### src/rtl/proc_ctrl.sv
// -----------------------------------------------------------------------------
// proc_ctrl -- instruction-sequencing controller for a small accumulator CPU.
//
// Walks every instruction through FETCH -> DECODE -> EXEC. Datapath strobes are
// decoded combinationally from the current state, the opcode and, when memory
// wait states are enabled, mem_rdy. HLT parks the controller in HALT, which
// only a reset leaves.
//
// Configuration macro:
//   PROC_CTRL_MEMWAIT_EN  when defined, FETCH and the memory EXEC instructions
//                         (LDA, STA) stretch until mem_rdy=1. When undefined,
//                         mem_rdy is ignored and every state lasts one cycle.
//
// Ports:
//   clk         system clock, rising edge
//   CLB         asynchronous active-low reset
//   run         start/continue; sampled in IDLE and when EXEC completes
//   opcode      instruction bits [7:4]; only looked at in EXEC
//   zero_flag   accumulator zero status (JZ condition)
//   carry_flag  accumulator carry status (JC condition)
//   mem_rdy     memory handshake (only with PROC_CTRL_MEMWAIT_EN)
//   load_ir, inc_pc, load_pc, load_acc   datapath register strobes
//   acc_sel     ACC source: 0 ALU, 1 memory, 2 immediate
//   alu_op      0 ADD, 1 SUB, 2 AND, 3 OR, 4 NOT
//   mem_rd, mem_wr  memory strobes
//   addr_sel    memory address source: 0 PC, 1 operand
//   halted      high while in HALT
//   state       IDLE 0, FETCH 1, DECODE 2, EXEC 3, HALT 4
//   retired     wrapping count of completed instructions
// -----------------------------------------------------------------------------
module proc_ctrl #(
    parameter int CNT_WIDTH = 8
) (
    input  logic                 clk,
    input  logic                 CLB,
    input  logic                 run,
    input  logic [3:0]           opcode,
    input  logic                 zero_flag,
    input  logic                 carry_flag,
    input  logic                 mem_rdy,
    output logic                 load_ir,
    output logic                 inc_pc,
    output logic                 load_pc,
    output logic                 load_acc,
    output logic [1:0]           acc_sel,
    output logic [2:0]           alu_op,
    output logic                 mem_rd,
    output logic                 mem_wr,
    output logic                 addr_sel,
    output logic                 halted,
    output logic [2:0]           state,
    output logic [CNT_WIDTH-1:0] retired
);

    typedef enum logic [2:0] {
        S_IDLE   = 3'd0,
        S_FETCH  = 3'd1,
        S_DECODE = 3'd2,
        S_EXEC   = 3'd3,
        S_HALT   = 3'd4
    } state_e;

    localparam logic [3:0] OP_LDA = 4'h1;
    localparam logic [3:0] OP_STA = 4'h2;
    localparam logic [3:0] OP_JMP = 4'h8;
    localparam logic [3:0] OP_JZ  = 4'h9;
    localparam logic [3:0] OP_JC  = 4'hA;
    localparam logic [3:0] OP_LDI = 4'hB;
    localparam logic [3:0] OP_HLT = 4'hF;

    state_e               state_q, state_d;
    logic [CNT_WIDTH-1:0] retired_q, retired_d;
    logic                 exec_done;
    logic                 mem_ok;
    logic [3:0]           alu_idx;

`ifdef PROC_CTRL_MEMWAIT_EN
    assign mem_ok = mem_rdy;
`else
    // Memory always answers in the same cycle; mem_rdy is deliberately unused.
    logic unused_mem_rdy;
    assign unused_mem_rdy = mem_rdy;
    assign mem_ok         = 1'b1;
`endif

    // ALU opcodes 0x3..0x7 map onto alu_op 0..4.
    assign alu_idx = opcode - 4'd3;

    always_comb begin
        // NOTE: every output of this block gets a default first so that no
        // path through the case statements leaves one unassigned (no latches).
        state_d   = state_q;
        retired_d = retired_q;
        exec_done = 1'b0;
        load_ir   = 1'b0;
        inc_pc    = 1'b0;
        load_pc   = 1'b0;
        load_acc  = 1'b0;
        acc_sel   = 2'd0;
        alu_op    = 3'd0;
        mem_rd    = 1'b0;
        mem_wr    = 1'b0;
        addr_sel  = 1'b0;
        halted    = 1'b0;

        unique case (state_q)
            S_IDLE: begin
                if (run) state_d = S_FETCH;
            end

            S_FETCH: begin
                mem_rd   = 1'b1;
                addr_sel = 1'b0;
                // IR load and PC increment happen once, on the ready cycle.
                if (mem_ok) begin
                    load_ir = 1'b1;
                    inc_pc  = 1'b1;
                    state_d = S_DECODE;
                end
            end

            S_DECODE: begin
                state_d = S_EXEC;
            end

            S_EXEC: begin
                exec_done = 1'b1;
                case (opcode)
                    OP_LDA: begin
                        mem_rd    = 1'b1;
                        addr_sel  = 1'b1;
                        acc_sel   = 2'd1;
                        load_acc  = mem_ok;
                        exec_done = mem_ok;
                    end
                    OP_STA: begin
                        mem_wr    = 1'b1;
                        addr_sel  = 1'b1;
                        exec_done = mem_ok;
                    end
                    4'h3, 4'h4, 4'h5, 4'h6, 4'h7: begin
                        load_acc = 1'b1;
                        acc_sel  = 2'd0;
                        alu_op   = alu_idx[2:0];
                    end
                    OP_JMP: load_pc = 1'b1;
                    OP_JZ:  load_pc = zero_flag;
                    OP_JC:  load_pc = carry_flag;
                    OP_LDI: begin
                        load_acc = 1'b1;
                        acc_sel  = 2'd2;
                    end
                    default: ;  // NOP (0x0, 0xC-0xE) and HLT drive no strobes
                endcase

                // HLT also counts as a retired instruction.
                if (exec_done) begin
                    retired_d = retired_q + CNT_WIDTH'(1);
                    if (opcode == OP_HLT) state_d = S_HALT;
                    else if (run)         state_d = S_FETCH;
                    else                  state_d = S_IDLE;
                end
            end

            S_HALT: begin
                halted = 1'b1;
            end

            default: begin
                state_d = S_IDLE;
            end
        endcase
    end

    // Strobes decode from state_q, so forcing state_q to IDLE here also clears
    // every strobe the moment CLB falls.
    always_ff @(posedge clk or negedge CLB) begin
        if (!CLB) begin
            state_q   <= S_IDLE;
            retired_q <= '0;
        end else begin
            // NOTE: sequential state uses non-blocking assignments so every
            // flop samples the pre-edge values regardless of statement order.
            state_q   <= state_d;
            retired_q <= retired_d;
        end
    end

    assign state   = state_q;
    assign retired = retired_q;

endmodule
### config.mk
export PLATFORM = sky130hd
export DESIGN_NAME = proc_ctrl
export DESIGN_NICKNAME = d
export VERILOG_FILES = /design/src/rtl/proc_ctrl.sv
export SDC_FILE = /design/constraint.sdc
export NUM_CORES = 1
export LEC_CHECK = 0
export CORE_UTILIZATION = 40
export CTS_CLUSTER_DIAMETER = 50
export DETAILED_ROUTE_END_ITERATION = 8
export PLACE_DENSITY = 0.77
export SYNTH_ARGS = -nofsm -noshare
export SYNTH_HDL_FRONTEND = slang
export SYNTH_SLANG_ARGS = --single-unit
export TNS_END_PERCENT = 30
### constraint.sdc
create_clock -name clk -period 1.6 [get_ports clk]
set_input_delay 0.24 -clock clk [delete_from_list [all_inputs] [get_ports clk]]
set_output_delay 0.24 -clock clk [all_outputs]
set_load 0.01 [all_outputs]
== After elaboration in Yosys (flattened, before gate mapping) ==
Cells that the tools add are included.

* Register bits: 11
* Input port bits: 10
* Output and inout bits: 24
* Word-level logic and storage cells: 51

* Add/subtract/negate cells: 2
* Eq/ne operators: 18
* Mux-type cells: 22
* Bitwise logic cells: 1
* Reduce and logical (&&, ||, !) cells: 6

{| class="wikitable"
|+ Operator list
! cell !! number
|-
| $eq 4x4->1 const B || 5
|-
| $eq 4x3->1 const B || 4
|-
| $mux 3 || 5
|-
| $pmux 3 s5 || 1
|-
| $mux 1 || 12
|-
| $add 8x1->8 const B || 1
|-
| $eq 4x2->1 const B || 2
|-
| $reduce_or 7->1 || 1
|-
| $eq 3x2->1 const B || 2
|-
| $reduce_or 5->1 || 1
|-
| $eq 4x1->1 const B || 1
|-
| $ne 2x2->1 const B || 2
|-
| $pmux 2 s2 || 1
|-
| $eq 3x1->1 const B || 1
|-
| $eq 3x3->1 const B || 1
|-
| $logic_not 3->1 || 1
|-
| $pmux 1 s3 || 1
|-
| $reduce_and 3->1 || 1
|-
| $sub 3x2->3 const B || 1
|-
| $mux 2 || 1
|-
| $pmux 1 s2 || 1
|-
| $reduce_and 2->1 || 1
|-
| $reduce_or 2->1 || 1
|-
| $not 1->1 || 1
|}

== Longest topological paths before layout ==
* Depth after elaboration: 4
* Depth in mapped cells: 5
* Mapped depth without buffers: 5

== Worst setup path after synthesis ==
No wires, ideal clock.

* Path kind: register -> output
* Start: register state_q[1] (netlist: state[1])
* End: output port acc_sel[1]
* Data arrival time: 1,244 ps
* Data required time: 1,360 ps
* Slack: 116 ps
* Stages on the path, launching flop included: 6
* Buffers on the path: 2
* Path through: dfrtp_1 > buf_2 > and3b_1 > buf_6 > nand2_4 > nor3b_1

* Word-level cells in the longest chain between the ends: 2

{| class="wikitable"
|+ RTL lines
! what !! RTL line !! text
|-
| start: declaration || 71 || <nowiki>state_e state_q, state_d;</nowiki>
|-
| start signal: assignment || 184 || <nowiki>state_q <= state_d;</nowiki>
|-
| $eq 3x2->1 || 106 || <nowiki>unique case (state_q)</nowiki>
|-
| $mux 2 || 106 ||
|-
| end: declaration || 45 || <nowiki>output logic [1:0] acc_sel,</nowiki>
|}

Every way passes these cells.

== Worst setup path in the final report ==
* Start: input port opcode[1]
* End: output port alu_op[0]

* Word-level cells in the longest chain between the ends: 4
* Elaborated cells on any way between the ends: 8
* Classes of those cells: eq/ne (5); mux (2); reduce/logical (1)

{| class="wikitable"
|+ RTL lines
! what !! RTL line !! text
|-
| start: declaration || 37 || <nowiki>input logic [3:0] opcode,</nowiki>
|-
| $eq 4x2->1 or $eq 4x3->1 (tied branches) || 128 || <nowiki>case (opcode)</nowiki>
|-
| $reduce_or 5->1 (*) || -- ||
|-
| $mux 3 (*) || 128 ||
|-
| $mux 3 (*) || 106 ||
|-
| end: declaration || 46 || <nowiki>output logic [2:0] alu_op,</nowiki>
|}

Mark *: on every way between the ends. The rest lies on a longest branch, timed or not.

==> flow_summary.toml <==
[min_path]
hold_path_class = "primary input to async pin"

[setup_path]
cp.required_ps = 1360
crit_path_max_fanout = 2
cp_slowest_cell = "or3_4"
worstPathArrival_ps = 1370
cp_top_family = "simple AND/OR/NAND/NOR gates"
path_cells = "buf_6 -> buf_6 -> ha_2 -> or3_4 -> a21oi_2 -> nor4_1 -> buf_2"
r2r_start = "state[2]$_DFFE_PN0P_"
cp_common_cell = "buf_6"
crit_type = "primary input to output port"
crit_buf_inv = 3
endpoint_kind = "output port"
cpPeakStageDelay_ps = 360
startpoint = "opcode[1]"
cp-start-kind = "primary input"

[global_route]
grt_pass1_vias = 694
grt_max_degree = 12
use_met2_pct = 40.3
grt_overflow = 0
grtUsageMet1_pct = 20.7
busiest_layer = "met2"
grt_pass1_wl_um = 2960
grt.total_usage_pct = 20.7
grt_antenna_before_repair = 0
use_met3_pct = 4.80

[sta]
finalClockSkew_ps = 7.58
final.period_utilization_pct = 100
rsz0062_at_grt = "true"
fin_hold_ws_ps = 298
fmax_mhz = 622
setup_ws_ps = -6.84
final_max_slew_viol_count = 0
worst_pin_slew_ps = 493
slew_headroom_pct = 67.0
final-hold-violation-count = 0
setup_viol = 1
min_period_ps = 1610

[pwr]
p_leak_uw = 0.000609
vdd_drop_max_mv = 0.789
p_comb_share_pct = 59.4
p_per_area_mw_per_mm2 = 1340
p_clk_share_pct = 11.3
swShare_pct = 38.9
seq_power_share_pct = 29.3
p_switching_uw = 656
p_int_uw = 1030

[die]
die_area_mm2 = 0.00201
initial_core_util_pct = 42.5
core_area_mm2 = 0.00173
ios = 34
die_h_um = 44.8
die_w_um = 44.8
placementRows = 15

[status]
status = "finished with violations"
violations = "negative setup slack"

[cts]
clk_path_buf_depth = 2
numCtsBuffers = 3
path_clk_slew_ps = 70
worstSkewPairLatency_ps = 270
cts_tree = "yes"
root_buffer = "clkbuf_4"
clock-sinks = 11
htree_levels = 1

[drt]
drc = 0
wire_per_inst_um = 12.8
drt-pass1-iter-count = 2
drt_iter0_drc = 3
num_vias = 744
routed_wl_um = 1910
ant_nets = 0
via_per_inst = 4.99

[synthesis]
synth_fp_nets = 89
syn_area_per_cell_um2 = 9.91
ys_seq_area_share_pct = 37.5
ys_seq_elements = 11
synth.distinct_cells = 31
yosysWarnings = 0
postSynthCellCount = 74
syn_area_um2 = 733

[layout]
num_antenna_cells = 0
final_nets = 140
layout_commonest_cell = "buf_4"
drive_above_1_share_pct = 46.8
design_area_mm2 = 0.00126
syn2layout_area_growth_pct = 72.0
final_util_pct = 73.0
final_cell_mix = "buf_4 (15), clkdlybuf4s50_1 (13), dfrtp_1 (11)"

[placement]
place_ws_ps = -784
place_congestion = 0.810
placed_cell_area_mm2 = 0.00119
io_buffers = 32
dp_hpwl_um = 1340

[flow_run]
maxCapViolations = 0
[cell usage after synthesis]
| library cell | count | area, um^2 |
|---|---|---|
| nor3_1 | 3 | 15.0 |
| buf_4 | 1 | 7.51 |
| nand3_1 | 3 | 15.0 |
| nor4_1 | 1 | 6.26 |
| inv_1 | 3 | 11.3 |
| or2_2 | 1 | 6.26 |
| nor2_1 | 2 | 7.51 |
| xor2_1 | 3 | 26.3 |
| o21ai_0 | 1 | 5.00 |
| ha_1 | 5 | 62.6 |
| and3_1 | 1 | 6.26 |
| buf_2 | 3 | 15.0 |
| and3b_1 | 1 | 8.76 |
| nor4b_1 | 1 | 8.76 |
| nor4_2 | 1 | 12.5 |
| nor3_2 | 2 | 20.0 |
| or3_1 | 1 | 6.26 |
| and2_1 | 1 | 6.26 |
| a21oi_1 | 3 | 15.0 |
| nand4_1 | 3 | 18.8 |
| nand2_1 | 6 | 22.5 |
| xnor2_1 | 5 | 43.8 |
| dfrtp_1 | 11 | 275 |
| buf_6 | 1 | 11.3 |
| a21boi_0 | 1 | 7.51 |
| nand2_4 | 1 | 11.3 |
| o21bai_1 | 2 | 15.0 |
| nor3b_1 | 3 | 22.5 |
| o21a_1 | 2 | 15.0 |
| a221oi_1 | 1 | 8.76 |
| nand3b_4 | 1 | 20.0 |
[per-stage QoR]
stage	cells	TNS [ps]	total power, uW
2_1_floorplan	74	0	944
3_3_place_gp	144	-5970	1380
3_5_place_dp	144	-6400	1400
4_1_cts	148	-286	1610
5_1_grt	149	-318	1790
6_report	149	-6.84	1680
[cell families after synthesis]
| family | synth area share (%) |
|---|---|
| adders and majority gates | 8.53 |
| buffers and inverters | 6.14 |
| DFF | 37.5 |
| xor gates and xnor gates | 9.56 |
| and+or+nand+nor | 29.2 |
| AOI/OAI and AO/OA | 9.04 |
[power by group through the flow]
stage | sequential [uW] | clock (uW) | combinational, uW
finish | 494 | 190 | 1000
global route | 503 | 213 | 1080
CTS | 492 | 197 | 919
detailed placement | 492 | 0 | 909
global placement | 486 | 0 | 893
floorplan | 519 | 0 | 426
[registers in the layout, indices dropped and copies added, names as in the netlist]
name and cells:
retired 8, state 3
[routing by layer]
| metal | vias up | share of wire, % |
|---|---|---|
| met5 | - | 0 |
| met4 | 0 | 0.78 |
| met3 | 2 | 4.8 |
| met2 | 30 | 56 |
| met1 | 354 | 39 |
| li1 | 358 | - |
[cell type report]
class | count | area (um^2)
Multi-Input combinational cell | 55 | 490
Fill cell | 147 | 465
Timing Repair Buffer | 51 | 427
Sequential cell | 11 | 275
Tap cell | 25 | 31.3
Clock buffer | 4 | 26.3
Inverter | 3 | 11.3
[worst paths after layout]
check | cells past startpoint | slack, ps | to
setup reg to reg | 5 | 220 | retired[7]$_DFFE_PN0P_
hold / removal | 1 | 300 | state[2]$_DFFE_PN0P_
min in group clk | 1 | 460 | retired[7]$_DFFE_PN0P_
hold reg to reg | 1 | 460 | retired[7]$_DFFE_PN0P_
setup / recovery | 7 | -7 | alu_op[0]
max in group asynchronous | 1 | 960 | state[1]$_DFFE_PN0P_
[repair_timing]
| item | 4_1_cts | 5_1_grt |
|---|---|---|
| setup buffers | 0 | 1 |
| pin swaps | 4 | 5 |
| resized for setup | 77 | 15 |
| hold buffers | 0 | 0 |
| setup endpoints to repair | 15 | 13 |
Note: power is estimated with default switching activity, not from simulation.
